File: config.mk
export PLATFORM = sky130hd
export DESIGN_NAME = add16_arbiter_flat
export DESIGN_NICKNAME = d
export VERILOG_FILES = /design/src/rtl/add16_arbiter_if.sv /design/src/rtl/add16_arbiter.sv /design/src/flat_wrapper.sv
export SDC_FILE = /design/constraint.sdc
export NUM_CORES = 1
export LEC_CHECK = 0
export CAP_MARGIN = 25
export CORE_MARGIN = 3
export CORE_UTILIZATION = 35
export DETAILED_ROUTE_END_ITERATION = 10
export PLACE_DENSITY = 0.68
export SYNTH_ARGS = -nofsm -noshare
export SYNTH_HDL_FRONTEND = slang
export SYNTH_SLANG_ARGS = --single-unit
File: constraint.sdc
create_clock -name clk -period 4.1 [get_ports clk]
set_input_delay 0.82 -clock clk [delete_from_list [all_inputs] [get_ports clk]]
set_output_delay 0.82 -clock clk [all_outputs]
set_load 0.01 [all_outputs]
File: src/rtl/add16_arbiter_if.sv
// add16_arbiter_if: request/response bundle between two requesters, one
// response consumer and the add16_arbiter.
// master: the client side (requesters and response consumer).
// slave: the arbiter side.
interface add16_arbiter_if;
  logic        req0_valid;
  logic [15:0] req0_a;
  logic [15:0] req0_b;
  logic        req0_ready;

  logic        req1_valid;
  logic [15:0] req1_a;
  logic [15:0] req1_b;
  logic        req1_ready;

  logic        rsp_valid;
  logic        rsp_ready;
  logic        rsp_id;
  logic [15:0] rsp_sum;
  logic [4:0]  rsp_flags;

  modport master (
    output req0_valid, req0_a, req0_b,
    input  req0_ready,
    output req1_valid, req1_a, req1_b,
    input  req1_ready,
    input  rsp_valid, rsp_id, rsp_sum, rsp_flags,
    output rsp_ready
  );

  modport slave (
    input  req0_valid, req0_a, req0_b,
    output req0_ready,
    input  req1_valid, req1_a, req1_b,
    output req1_ready,
    output rsp_valid, rsp_id, rsp_sum, rsp_flags,
    input  rsp_ready
  );
endinterface

File: src/rtl/add16_arbiter.sv
// add16_arbiter: shares one 16-bit adder-with-flags between two requesters.
// Operates as IDLE (arbitrate) -> EXEC (add latched operands) -> DONE (hold
// response until consumed).
// rsp_flags = {sign, zero, carry, parity, overflow}.
// Optional macro ADD16_ARB_FIXED_PRIO_EN:
//   defined   -> requester 0 always wins a tie.
//   undefined -> round-robin using a last-grant register that resets to 1.
module add16_arbiter (
  input logic            clk,
  input logic            rst,
  add16_arbiter_if.slave bus
);

  typedef enum logic [1:0] {
    IDLE = 2'd0,
    EXEC = 2'd1,
    DONE = 2'd2
  } state_t;

  state_t      state_q, state_d;
  logic [15:0] opA_q, opA_d;
  logic [15:0] opB_q, opB_d;
  logic        opId_q, opId_d;
  logic        rspValid_q, rspValid_d;
  logic        rspId_q, rspId_d;
  logic [15:0] rspSum_q, rspSum_d;
  logic [4:0]  rspFlags_q, rspFlags_d;
`ifndef ADD16_ARB_FIXED_PRIO_EN
  logic        lastGrant_q, lastGrant_d;
`endif

  logic        anyValid;
  logic        grantId;
  logic        grantOk;
  logic [16:0] sumFull;
  logic [15:0] sum;
  logic [4:0]  flags;

  // Grant selection: ready is offered only in IDLE, never during reset, and
  // never depends on the response side.
  always_comb begin
    anyValid = bus.req0_valid | bus.req1_valid;
`ifdef ADD16_ARB_FIXED_PRIO_EN
    grantId = ~bus.req0_valid;
`else
    if (bus.req0_valid && bus.req1_valid) begin
      grantId = ~lastGrant_q;
    end else begin
      grantId = ~bus.req0_valid;
    end
`endif
    grantOk = (state_q == IDLE) && !rst && anyValid;
  end

  assign bus.req0_ready = grantOk && !grantId;
  assign bus.req1_ready = grantOk && grantId;

  // Shared adder and its flags, fed only from the latched operands.
  always_comb begin
    sumFull = {1'b0, opA_q} + {1'b0, opB_q};
    sum     = sumFull[15:0];
    flags   = {sum[15],
               (sum == 16'h0000),
               sumFull[16],
               ~^sum,
               (opA_q[15] == opB_q[15]) && (sum[15] != opA_q[15])};
  end

  // Next-state logic for the sequencer and all registered outputs.
  always_comb begin
    state_d     = state_q;
    opA_d       = opA_q;
    opB_d       = opB_q;
    opId_d      = opId_q;
    rspValid_d  = rspValid_q;
    rspId_d     = rspId_q;
    rspSum_d    = rspSum_q;
    rspFlags_d  = rspFlags_q;
`ifndef ADD16_ARB_FIXED_PRIO_EN
    lastGrant_d = lastGrant_q;
`endif
    case (state_q)
      IDLE: begin
        if (grantOk) begin
          opA_d   = grantId ? bus.req1_a : bus.req0_a;
          opB_d   = grantId ? bus.req1_b : bus.req0_b;
          opId_d  = grantId;
`ifndef ADD16_ARB_FIXED_PRIO_EN
          lastGrant_d = grantId;
`endif
          state_d = EXEC;
        end
      end
      EXEC: begin
        rspSum_d   = sum;
        rspFlags_d = flags;
        rspId_d    = opId_q;
        rspValid_d = 1'b1;
        state_d    = DONE;
      end
      DONE: begin
        if (bus.rsp_ready) begin
          rspValid_d = 1'b0;
          state_d    = IDLE;
        end
      end
      default: begin
        rspValid_d = 1'b0;
        state_d    = IDLE;
      end
    endcase
  end

  // State and output registers; reset discards any in-flight operation.
  always_ff @(posedge clk or posedge rst) begin
    if (rst) begin
      state_q     <= IDLE;
      opA_q       <= 16'h0000;
      opB_q       <= 16'h0000;
      opId_q      <= 1'b0;
      rspValid_q  <= 1'b0;
      rspId_q     <= 1'b0;
      rspSum_q    <= 16'h0000;
      rspFlags_q  <= 5'b00000;
`ifndef ADD16_ARB_FIXED_PRIO_EN
      lastGrant_q <= 1'b1;
`endif
    end else begin
      state_q     <= state_d;
      opA_q       <= opA_d;
      opB_q       <= opB_d;
      opId_q      <= opId_d;
      rspValid_q  <= rspValid_d;
      rspId_q     <= rspId_d;
      rspSum_q    <= rspSum_d;
      rspFlags_q  <= rspFlags_d;
`ifndef ADD16_ARB_FIXED_PRIO_EN
      lastGrant_q <= lastGrant_d;
`endif
    end
  end

  assign bus.rsp_valid = rspValid_q;
  assign bus.rsp_id    = rspId_q;
  assign bus.rsp_sum   = rspSum_q;
  assign bus.rsp_flags = rspFlags_q;

endmodule

File: src/flat_wrapper.sv
// flat-port wrapper written by rule: the top's interface ports become plain ports
module add16_arbiter_flat 
  (clk, rst, bus_req0_valid, bus_req0_a, bus_req0_b, bus_req0_ready, bus_req1_valid, bus_req1_a, bus_req1_b, bus_req1_ready, bus_rsp_valid, bus_rsp_id, bus_rsp_sum, bus_rsp_flags, bus_rsp_ready);
  add16_arbiter_if bus_i ();
  input logic clk;
  input logic rst;
  input wire logic [$bits(bus_i.req0_valid)-1:0] bus_req0_valid;
  input wire logic [$bits(bus_i.req0_a)-1:0] bus_req0_a;
  input wire logic [$bits(bus_i.req0_b)-1:0] bus_req0_b;
  output wire logic [$bits(bus_i.req0_ready)-1:0] bus_req0_ready;
  input wire logic [$bits(bus_i.req1_valid)-1:0] bus_req1_valid;
  input wire logic [$bits(bus_i.req1_a)-1:0] bus_req1_a;
  input wire logic [$bits(bus_i.req1_b)-1:0] bus_req1_b;
  output wire logic [$bits(bus_i.req1_ready)-1:0] bus_req1_ready;
  output wire logic [$bits(bus_i.rsp_valid)-1:0] bus_rsp_valid;
  output wire logic [$bits(bus_i.rsp_id)-1:0] bus_rsp_id;
  output wire logic [$bits(bus_i.rsp_sum)-1:0] bus_rsp_sum;
  output wire logic [$bits(bus_i.rsp_flags)-1:0] bus_rsp_flags;
  input wire logic [$bits(bus_i.rsp_ready)-1:0] bus_rsp_ready;
  assign bus_i.req0_valid = bus_req0_valid;
  assign bus_i.req0_a = bus_req0_a;
  assign bus_i.req0_b = bus_req0_b;
  assign bus_req0_ready = bus_i.req0_ready;
  assign bus_i.req1_valid = bus_req1_valid;
  assign bus_i.req1_a = bus_req1_a;
  assign bus_i.req1_b = bus_req1_b;
  assign bus_req1_ready = bus_i.req1_ready;
  assign bus_rsp_valid = bus_i.rsp_valid;
  assign bus_rsp_id = bus_i.rsp_id;
  assign bus_rsp_sum = bus_i.rsp_sum;
  assign bus_rsp_flags = bus_i.rsp_flags;
  assign bus_i.rsp_ready = bus_rsp_ready;
  add16_arbiter u_core (.clk(clk), .rst(rst), .bus(bus_i));
endmodule
==> impl_metrics.tcl, run 1 <==
set metrics [dict create \
    outcome "finished, final reports clean" \
    seqPwrFrac_pct 21.2 \
    crit_start "bus_req0_valid" \
    skew_ns 0.0108 \
    cts_tree "yes" \
    switching_share_pct 42.5 \
    p_switching_mw 1.96 \
    start_util_pct 36.0 \
    min_delay_path_depth 2 \
    min_period_over_period_pct 82.2 \
    yosysSeqAreaShare_pct 43.4 \
    grt_max_degree 66 \
    cts_buffers 9 \
    final_cell_mix "clkdlybuf4s50_1, dfrtp_1, a21oi_1" \
    p_clk_share_pct 9.9 \
    rsz0062_at_grt "false" \
    finalWorstSetupSlack_ns 0.728 \
    yosysTopAreaCell "dfrtp_1" \
    first_global_vias 2693 \
    start_kind "input pin" \
    r2r-start "u_core.opB_q[0]" \
    overflow 0 \
    layout_min_cycle_time_ns 3.37 \
    fmax_mhz 297 \
    synthesis.nets 443 \
    regArea_mm2 0.00145 \
    ys.flop_type "dfrtp_1" \
    io_pins 94 \
    port_buffers 93 \
    power_density_mw_per_mm2 1010 \
    first_iter_violations 78 \
    async_reset_ff_share_pct 100 \
    die_x_um 104 \
    hold_buffers 0 \
    post_cts_buffers 0 \
    gp_congestion 0.826 \
    vias 2705 \
    yosysWarningCount 0 \
    fp-row-count 35 \
    p_int_mw 2.64 \
    path_max_fanout 4 \
    max_cap_viol_count 0 \
    core_area_mm2 0.00928 \
    design.final.nets 533 \
    hold_violations 0 \
    synth_edf_count 0 \
    ys_seq_elements 58 \
    ir_worst_vdd_mv 0.631 \
    cp.depth 6 \
    final_common_cell "clkdlybuf4s50_1" \
    syn-instance-count 350 \
    synth.area.top_cells "dfrtp_1, mux2i_1, ha_1" \
    cpPeakStageDelay_ns 0.56 \
    p_leak_nw 2.02 \
    combinationalPowerShare_pct 68.9 \
    drive_above_1_share_pct 6.52 \
    dpl.hpwl_mm 5.98 \
    synth_cell_types 43 \
    crit_buf_inv 3 \
    setup.worst_path.class "input pin to output pin" \
    antenna_left 0 \
    grt_pass1_wl_mm 12.7 \
    hold_class "flip-flop to flip-flop" \
    wire_per_inst_um 13.2 \
    syn2layout_area_growth_pct 36.6 \
    die_y_um 104 \
    clk_latency_ns 0.34 \
    min_from "u_core.bus.rsp_sum[2]" \
    clk_path_buf_depth 2 \
    avgSynthCellArea_um2 9.56 \
    cp-end-kind "output pin" \
    cp_slowest_cell "clkdlybuf4s50_1" \
    dp_slack_ns 0.713 \
    critPathTopFamily "buffers and inverters" \
    ctsResizeCount 0 \
    root_buffer "clkbuf_8" \
    setup_viol 0 \
    drt_pass1_iterations 4 \
    cp_cell_sequence "clkdlybuf4s50_1 -> nor2_1 -> nor4_2 -> inv_1 -> nor2_1 -> clkdlybuf4s50_1" \
    fill_cells 910 \
    yosys.area.top_type_share_pct 42.6 \
    grt.total_usage_pct 14.5 \
    diodes 0 \
    antenna_found_initial 0 \
    cts.htree.levels 3 \
    drc 0 \
    vias_per_cell 4.71 \
    finalPower_mw 4.60 \
    tightest_slew_ns 0.756 \
    wl_mm 7.56 \
    hold_slack_ns 0.480 \
    die_area_mm2 0.0108 \
    cts.clk_slew.worst_paths_ns 0.06 \
    r2r_cells 16 \
    final_core_util_pct 49.2 \
    tns_ns 0 \
    drv_slew 0 \
    arrival_ns 2.55 \
    cts.sinks 58 \
    syn_area_mm2 0.00335 \
    relSlewSlack_pct 49.6 \
    required_ns 3.28 \
    multi_input_area_mm2 0.00179 \
]
==> kinds of logic (layout without fill, tap and decap cells) <==
family          Yosys count  after routing  synth area share, %
flops                    58             58                 43.4
mux                      33             33                 9.91
buf+inv                  29            124                 3.63
xor+xnor                 21             21                 6.36
simple gates             92             92                 11.8
compound gates           93             93                 15.7
fa+ha+maj                24             24                 9.20
==> Yosys cell counts, drive strengths merged (4+ instances only) <==
cell	n
dfrtp	57
ha	23
inv	11
nand2	33
o21ai	32
nand3	4
buf	6
clkbuf	12
nor2	41
xnor2	12
mux2i	32
a21oi	45
xor2	8
==> sequential cells by signal, summed over array words and instances (netlist names) <==
name                  flops
u_core.opB_q             16
u_core.opId_q             1
u_core.state_q            2
u_core.bus.rsp_id         1
u_core.bus.rsp_sum       15
u_core.opA_q             16
u_core.bus.rsp_flags      5
u_core.lastGrant_q        1
u_core.bus.rsp_valid      1
==> through the flow <==
| step | std cells | cell area [um2] |
|---|---|---|
| floorplan | 350 | 3350 |
| global placement | 558 | 4410 |
| detailed placement | 558 | 4410 |
| CTS | 574 | 4570 |
| global route | 574 | 4570 |
| finish | 574 | 4570 |
==> metal layers <==
| metal | vias up | share of wire, % | global-route usage (%) |
|---|---|---|---|
| li1 | 1398 | - | - |
| met1 | 1212 | 48 | 19.7 |
| met2 | 82 | 44 | 22.3 |
| met3 | 13 | 5.8 | 3.80 |
| met4 | 0 | 1.7 | 5.70 |
| met5 | - | 0 | 0 |
==> worst paths after layout <==
kind                                            to  slack, ns
max in group asynchronous  u_core.bus.rsp_flags[1]       2.34
min reg2reg                  u_core.bus.rsp_sum[2]       0.48
max                                 bus_req0_ready       0.73
max reg2reg                u_core.bus.rsp_flags[1]       0.76
min in group asynchronous         u_core.opB_q[15]       0.98
min                          u_core.bus.rsp_sum[2]       0.48
==> area by class of cell <==
cell class | count | share of cell area, %
sequential | 58 | 31.8
clock buffer | 13 | 3.26
clock inverter | 3 | 0.383
inverter | 11 | 0.903
multi-input combinational | 263 | 39.1
timing repair buffer | 97 | 21.0
tap | 129 | 3.53
==> power by group through the flow <==
stage | combinational, mW | sequential [mW] | clock (mW)
after floorplan | 2.35 | 0.997 | 0
after global placement | 3.07 | 0.978 | 0
after detailed placement | 3.19 | 0.987 | 0
after CTS | 3.20 | 0.977 | 0.463
after global routing | 3.54 | 1.01 | 0.491
final | 3.17 | 0.975 | 0.454
==> tightest hold or removal path: cells and delay by family, from the launching register on <==
family	cells	cell delay [ns]
simple gates	1	0.05
compound gates	1	0.06
flops	1	0.34
No activity file was read; power rests on OpenSTA's default activity.
==> inputs of run 2 (changes only) <==
==> constraint.sdc (replaced) <==
create_clock -name clk -period 3.3 [get_ports clk]
set_input_delay 0.66 -clock clk [delete_from_list [all_inputs] [get_ports clk]]
set_output_delay 0.66 -clock clk [all_outputs]
set_load 0.01 [all_outputs]
==> impl_metrics.tcl, run 2 (synthesis gave the netlist of run 1 again) <==
set metrics [dict create \
    setup.worst_path.class "flip-flop to flip-flop" \
    final_core_util_pct 50.5 \
    start_util_pct 36.0 \
    crit_path_frequent_cell "o21ai_2" \
    vias_per_cell 4.73 \
    drc 0 \
    cts.sinks 58 \
    skew_ns 0.00807 \
    layout_min_cycle_time_ns 3.11 \
    dpl.hpwl_mm 5.69 \
    vias 2729 \
    arrival_ns 3.38 \
    finalWorstSetupSlack_ns 0.185 \
    dp_slack_ns 0.0358 \
    relSlewSlack_pct 46.0 \
    cp-end-kind "flip-flop" \
    io_pins 94 \
    overflow 0 \
    hold_class "flip-flop to flip-flop" \
    wl_mm 7.38 \
    cts.clk_slew.worst_paths_ns 0.07 \
    fp-row-count 35 \
    grt.total_usage_pct 14.1 \
    grt_pass1_wl_mm 12.2 \
    drive_above_1_share_pct 8.26 \
    required_ns 3.56 \
    outcome "finished, final reports clean" \
    setup_viol 0 \
    cts_tree "yes" \
    cp_cell_sequence "ha_1 -> inv_1 -> fa_2 -> and2b_1 -> o21ai_2 -> a21boi_2 -> o21ai_2 -> o21ai_2 -> a21boi_2 -> xor2_1 -> ha_1 -> xor2_1 -> xnor2_1 -> xnor2_1 -> xnor3_1 -> o21ai_1" \
    drv_slew 0 \
    clk_path_buf_depth 2 \
    tightest_slew_ns 0.810 \
    diodes 0 \
    cpPeakStageDelay_ns 0.36 \
    die_x_um 104 \
    grt_max_degree 67 \
    p_leak_nw 2.07 \
    syn2layout_area_growth_pct 40.1 \
    gp_congestion 0.806 \
    fmax_mhz 321 \
    drt_pass1_iterations 6 \
    die_area_mm2 0.0108 \
    max_cap_viol_count 0 \
    first_global_vias 2718 \
    final_common_cell "clkdlybuf4s50_1" \
    core_area_mm2 0.00928 \
    final_cell_mix "clkdlybuf4s50_1, dfrtp_1, a21oi_1" \
    hold_violations 0 \
    ir_worst_vdd_mv 0.991 \
    die_y_um 104 \
    cts_buffers 9 \
    crit_buf_inv 1 \
    antenna_found_initial 0 \
    clk_latency_ns 0.34 \
    cp_slowest_cell "dfrtp_1" \
    first_iter_violations 116 \
    root_buffer "clkbuf_8" \
    rsz0062_at_grt "true" \
    port_buffers 93 \
    hold_buffers 0 \
    power_density_mw_per_mm2 1270 \
    critPathTopFamily "XOR/XNOR gates" \
    cts.htree.levels 3 \
    antenna_left 0 \
    path_max_fanout 3 \
    design.final.nets 536 \
    fill_cells 896 \
    start_kind "flip-flop" \
    min_period_over_period_pct 94.4 \
    wire_per_inst_um 12.8 \
]
run 2: final timing paths:
kind | startpoint | end | slack, ns | depth (start not counted)
worst min register to register | u_core.bus.rsp_valid | u_core.bus.rsp_valid | 0.48 | 1
max in group asynchronous | rst | u_core.opA_q[8] | 1.93 | 3
worst min-delay path | u_core.bus.rsp_valid | u_core.bus.rsp_valid | 0.48 | 1
min in group asynchronous | rst | u_core.state_q[1] | 0.89 | 3
worst max-delay path | u_core.opB_q[0] | u_core.bus.rsp_flags[1] | 0.19 | 16
worst max register to register | u_core.opB_q[0] | u_core.bus.rsp_flags[1] | 0.19 | 16
run 2: routing by layer:
layer  track usage, %  part of all wire (%)  vias to the layer above
met5                0                     0                        -
met4             5.22                   1.7                        0
met3             3.99                   5.7                       12
met2             21.7                    44                       81
met1             18.8                    49                     1229
li1                 -                     -                     1407
run 2: what timing repair did:
action                     4_1_cts  5_1_grt
gates resized for setup          0        4
buffers inserted                 0        3
setup endpoints to repair        0        1
run 2: final cells by class:
| class | instances | area (um2) | area share [%] |
|---|---|---|---|
| clock buffers | 12 | 145 | 3.10 |
| clock inverters | 4 | 98.8 | 2.11 |
| inverters | 11 | 41.3 | 0.881 |
| multi-input cells | 263 | 1800 | 38.5 |
| flip-flops and latches | 58 | 1450 | 31.0 |
| well taps | 129 | 161 | 3.44 |
| repair buffers | 100 | 983 | 21.0 |
run 2: through the flow:
step	instance area, um2	std cells	hold WS, ns	total power, mW	TNS [ns]
2_1_floorplan	3350	350	0.474	4.16	0
3_3_place_gp	4410	558	0.462	5.00	0
3_5_place_dp	4410	558	0.472	5.12	0
4_1_cts	4650	574	0.488	5.94	0
5_1_grt	4690	577	0.500	6.46	-0.0532
6_report	4690	577	0.480	5.94	0
run 2: where the power goes:
group	internal [mW]	switching (mW)	total (mW)	leakage [nW]
clock network	0.524	0.274	0.798	0.121
logic	2.02	1.91	3.93	1.28
registers	1.03	0.187	1.21	0.669
==> inputs of run 3 (changes only) <==
--- a/config.mk
+++ b/config.mk
@@ -6,8 +6,10 @@
 export NUM_CORES = 1
 export LEC_CHECK = 0
 export CAP_MARGIN = 25
+export CORE_ASPECT_RATIO = 1.25
 export CORE_MARGIN = 3
 export CORE_UTILIZATION = 35
+export CTS_CLUSTER_SIZE = 8
 export DETAILED_ROUTE_END_ITERATION = 10
 export PLACE_DENSITY = 0.68
 export SYNTH_ARGS = -nofsm -noshare
==> impl_metrics.tcl, run 3 (synthesis gave the netlist of run 1 again) <==
set metrics [dict create \
    outcome "finished, final reports clean" \
    min_period_over_period_pct 95.7 \
    p_leak_nw 2.12 \
    multi_input_area_mm2 0.00180 \
    drc 0 \
    final_common_cell "clkdlybuf4s50_1" \
    final_core_util_pct 51.8 \
    final_cell_mix "clkdlybuf4s50_1, dfrtp_1, a21oi_1" \
    ir_worst_vdd_mv 1.28 \
    wire_per_inst_um 13.3 \
    gp_congestion 0.850 \
    dpl.hpwl_mm 5.93 \
    dp_slack_ns 0.0290 \
    relSlewSlack_pct 52.4 \
    die_x_um 93.5 \
    grt_pass1_wl_mm 13.0 \
    fp-row-count 39 \
    die_y_um 115 \
    drive_above_1_share_pct 8.72 \
    clk_path_buf_depth 2 \
    root_buffer "clkbuf_16" \
    wl_mm 7.58 \
    cp-end-kind "flip-flop" \
    fmax_mhz 317 \
    first_iter_violations 119 \
    design.final.nets 535 \
    place_inst 552 \
    setup_viol 0 \
    finalInstanceArea_mm2 0.00478 \
    path_max_fanout 3 \
    cp_slowest_cell "dfrtp_1" \
    hold_class "flip-flop to flip-flop" \
    start_util_pct 36.3 \
    crit_path_frequent_cell "o21ai_2" \
    syn2layout_area_growth_pct 42.9 \
    stdcell_count 570 \
    arrival_ns 3.40 \
    drt_pass1_iterations 4 \
    rsz0062_at_grt "true" \
    overflow 0 \
    tightest_slew_ns 0.714 \
    grt_max_degree 66 \
    power_density_mw_per_mm2 1310 \
    layout_min_cycle_time_ns 3.16 \
    start_kind "flip-flop" \
    crit_buf_inv 1 \
    diodes 0 \
    antenna_left 0 \
    max_cap_viol_count 0 \
    cts.sinks 58 \
    cts_buffers 9 \
    port_buffers 93 \
    first_global_vias 2831 \
    regArea_mm2 0.00145 \
    skew_ns 0.00755 \
    finalPower_mw 6.26 \
    critPathTopFamily "XOR/XNOR gates" \
    cts_tree "yes" \
    seqPwrFrac_pct 19.4 \
    core_area_mm2 0.00922 \
    placed_cell_area_mm2 0.00440 \
    finalWorstSetupSlack_ns 0.142 \
    io_pins 94 \
    combinationalPowerShare_pct 63.4 \
    clk_latency_ns 0.32 \
    drv_slew 0 \
    vias_per_cell 4.79 \
    required_ns 3.54 \
    vias 2729 \
    grt.total_usage_pct 15.2 \
    fill_cells 828 \
    p_int_mw 3.82 \
    switching_share_pct 38.9 \
    cts.clk_slew.worst_paths_ns 0.05 \
    p_clk_share_pct 17.3 \
    cp_cell_sequence "ha_2 -> inv_2 -> fa_2 -> and2b_1 -> o21ai_2 -> a21boi_2 -> o21ai_2 -> o21ai_2 -> a21boi_1 -> xor2_1 -> ha_1 -> xor2_1 -> xnor2_1 -> xnor2_1 -> xnor3_1 -> o21ai_1" \
    cts.htree.levels 3 \
    die_area_mm2 0.0108 \
    hold_violations 0 \
    setup.worst_path.class "flip-flop to flip-flop" \
    cpPeakStageDelay_ns 0.39 \
    p_switching_mw 2.43 \
    antenna_found_initial 0 \
]
[run 3: final timing paths]
kind | start | end | slack (ns) | cells past startpoint
hold / removal | u_core.bus.rsp_id | u_core.bus.rsp_id | 0.47 | 2
setup / recovery | u_core.opB_q[0] | u_core.bus.rsp_flags[1] | 0.14 | 16
hold reg to reg | u_core.bus.rsp_id | u_core.bus.rsp_id | 0.47 | 2
max in group asynchronous | rst | u_core.bus.rsp_sum[8] | 1.93 | 3
min in group asynchronous | rst | u_core.opId_q | 0.91 | 3
setup reg to reg | u_core.opB_q[0] | u_core.bus.rsp_flags[1] | 0.14 | 16
[run 3: repair_timing]
action,CTS,global route
buffers inserted,0,2
hold buffers,0,0
endpoints found under the setup margin,0,2
hold endpoints to repair,0,0
gates resized for setup,0,5
[run 3: layer usage]
metal	GRT usage [%]	wire length, um	vias to the layer above
li1	-	-	1409
met1	19.3	3420	1238
met2	25.5	3700	72
met5	0	0	-
met3	3.08	323	10
met4	5.87	132	0
[run 3: worst reg2reg max path, cell delays in order (launching register included)]
cell and delay (ns):
dfrtp_1 0.39, ha_2 0.21, inv_2 0.05, fa_2 0.19, and2b_1 0.19, o21ai_2 0.15
a21boi_2 0.09, o21ai_2 0.21, o21ai_2 0.10, a21boi_1 0.18, xor2_1 0.22, ha_1 0.28
xor2_1 0.16, xnor2_1 0.18, xnor2_1 0.14, xnor3_1 0.22, o21ai_1 0.13
[run 3: metrics by stage]
step                      hold slack (ns)  TNS (ns)
final                               0.474         0
after global routing                0.502   -0.0587
after CTS                           0.482         0
after detailed placement            0.471         0
after global placement              0.463         0
after floorplan                     0.474         0
[run 3: layout make-up]
type | count | area share, %
multi-input cells | 263 | 37.7
flip-flops and latches | 58 | 30.4
repair buffers | 99 | 20.4
clock buffers | 11 | 5.29
well taps | 123 | 3.22
clock inverters | 5 | 2.09
inverters | 11 | 0.864
[run 3: power groups by stage]
stage                     Clock [mW]  Sequential, mW  Combinational (mW)
after CTS                       1.10            1.22                3.95
after floorplan                    0            1.24                2.92
final                           1.08            1.21                3.96
after global placement             0            1.21                3.83
after detailed placement           0            1.23                3.93
after global routing            1.13            1.26                4.44
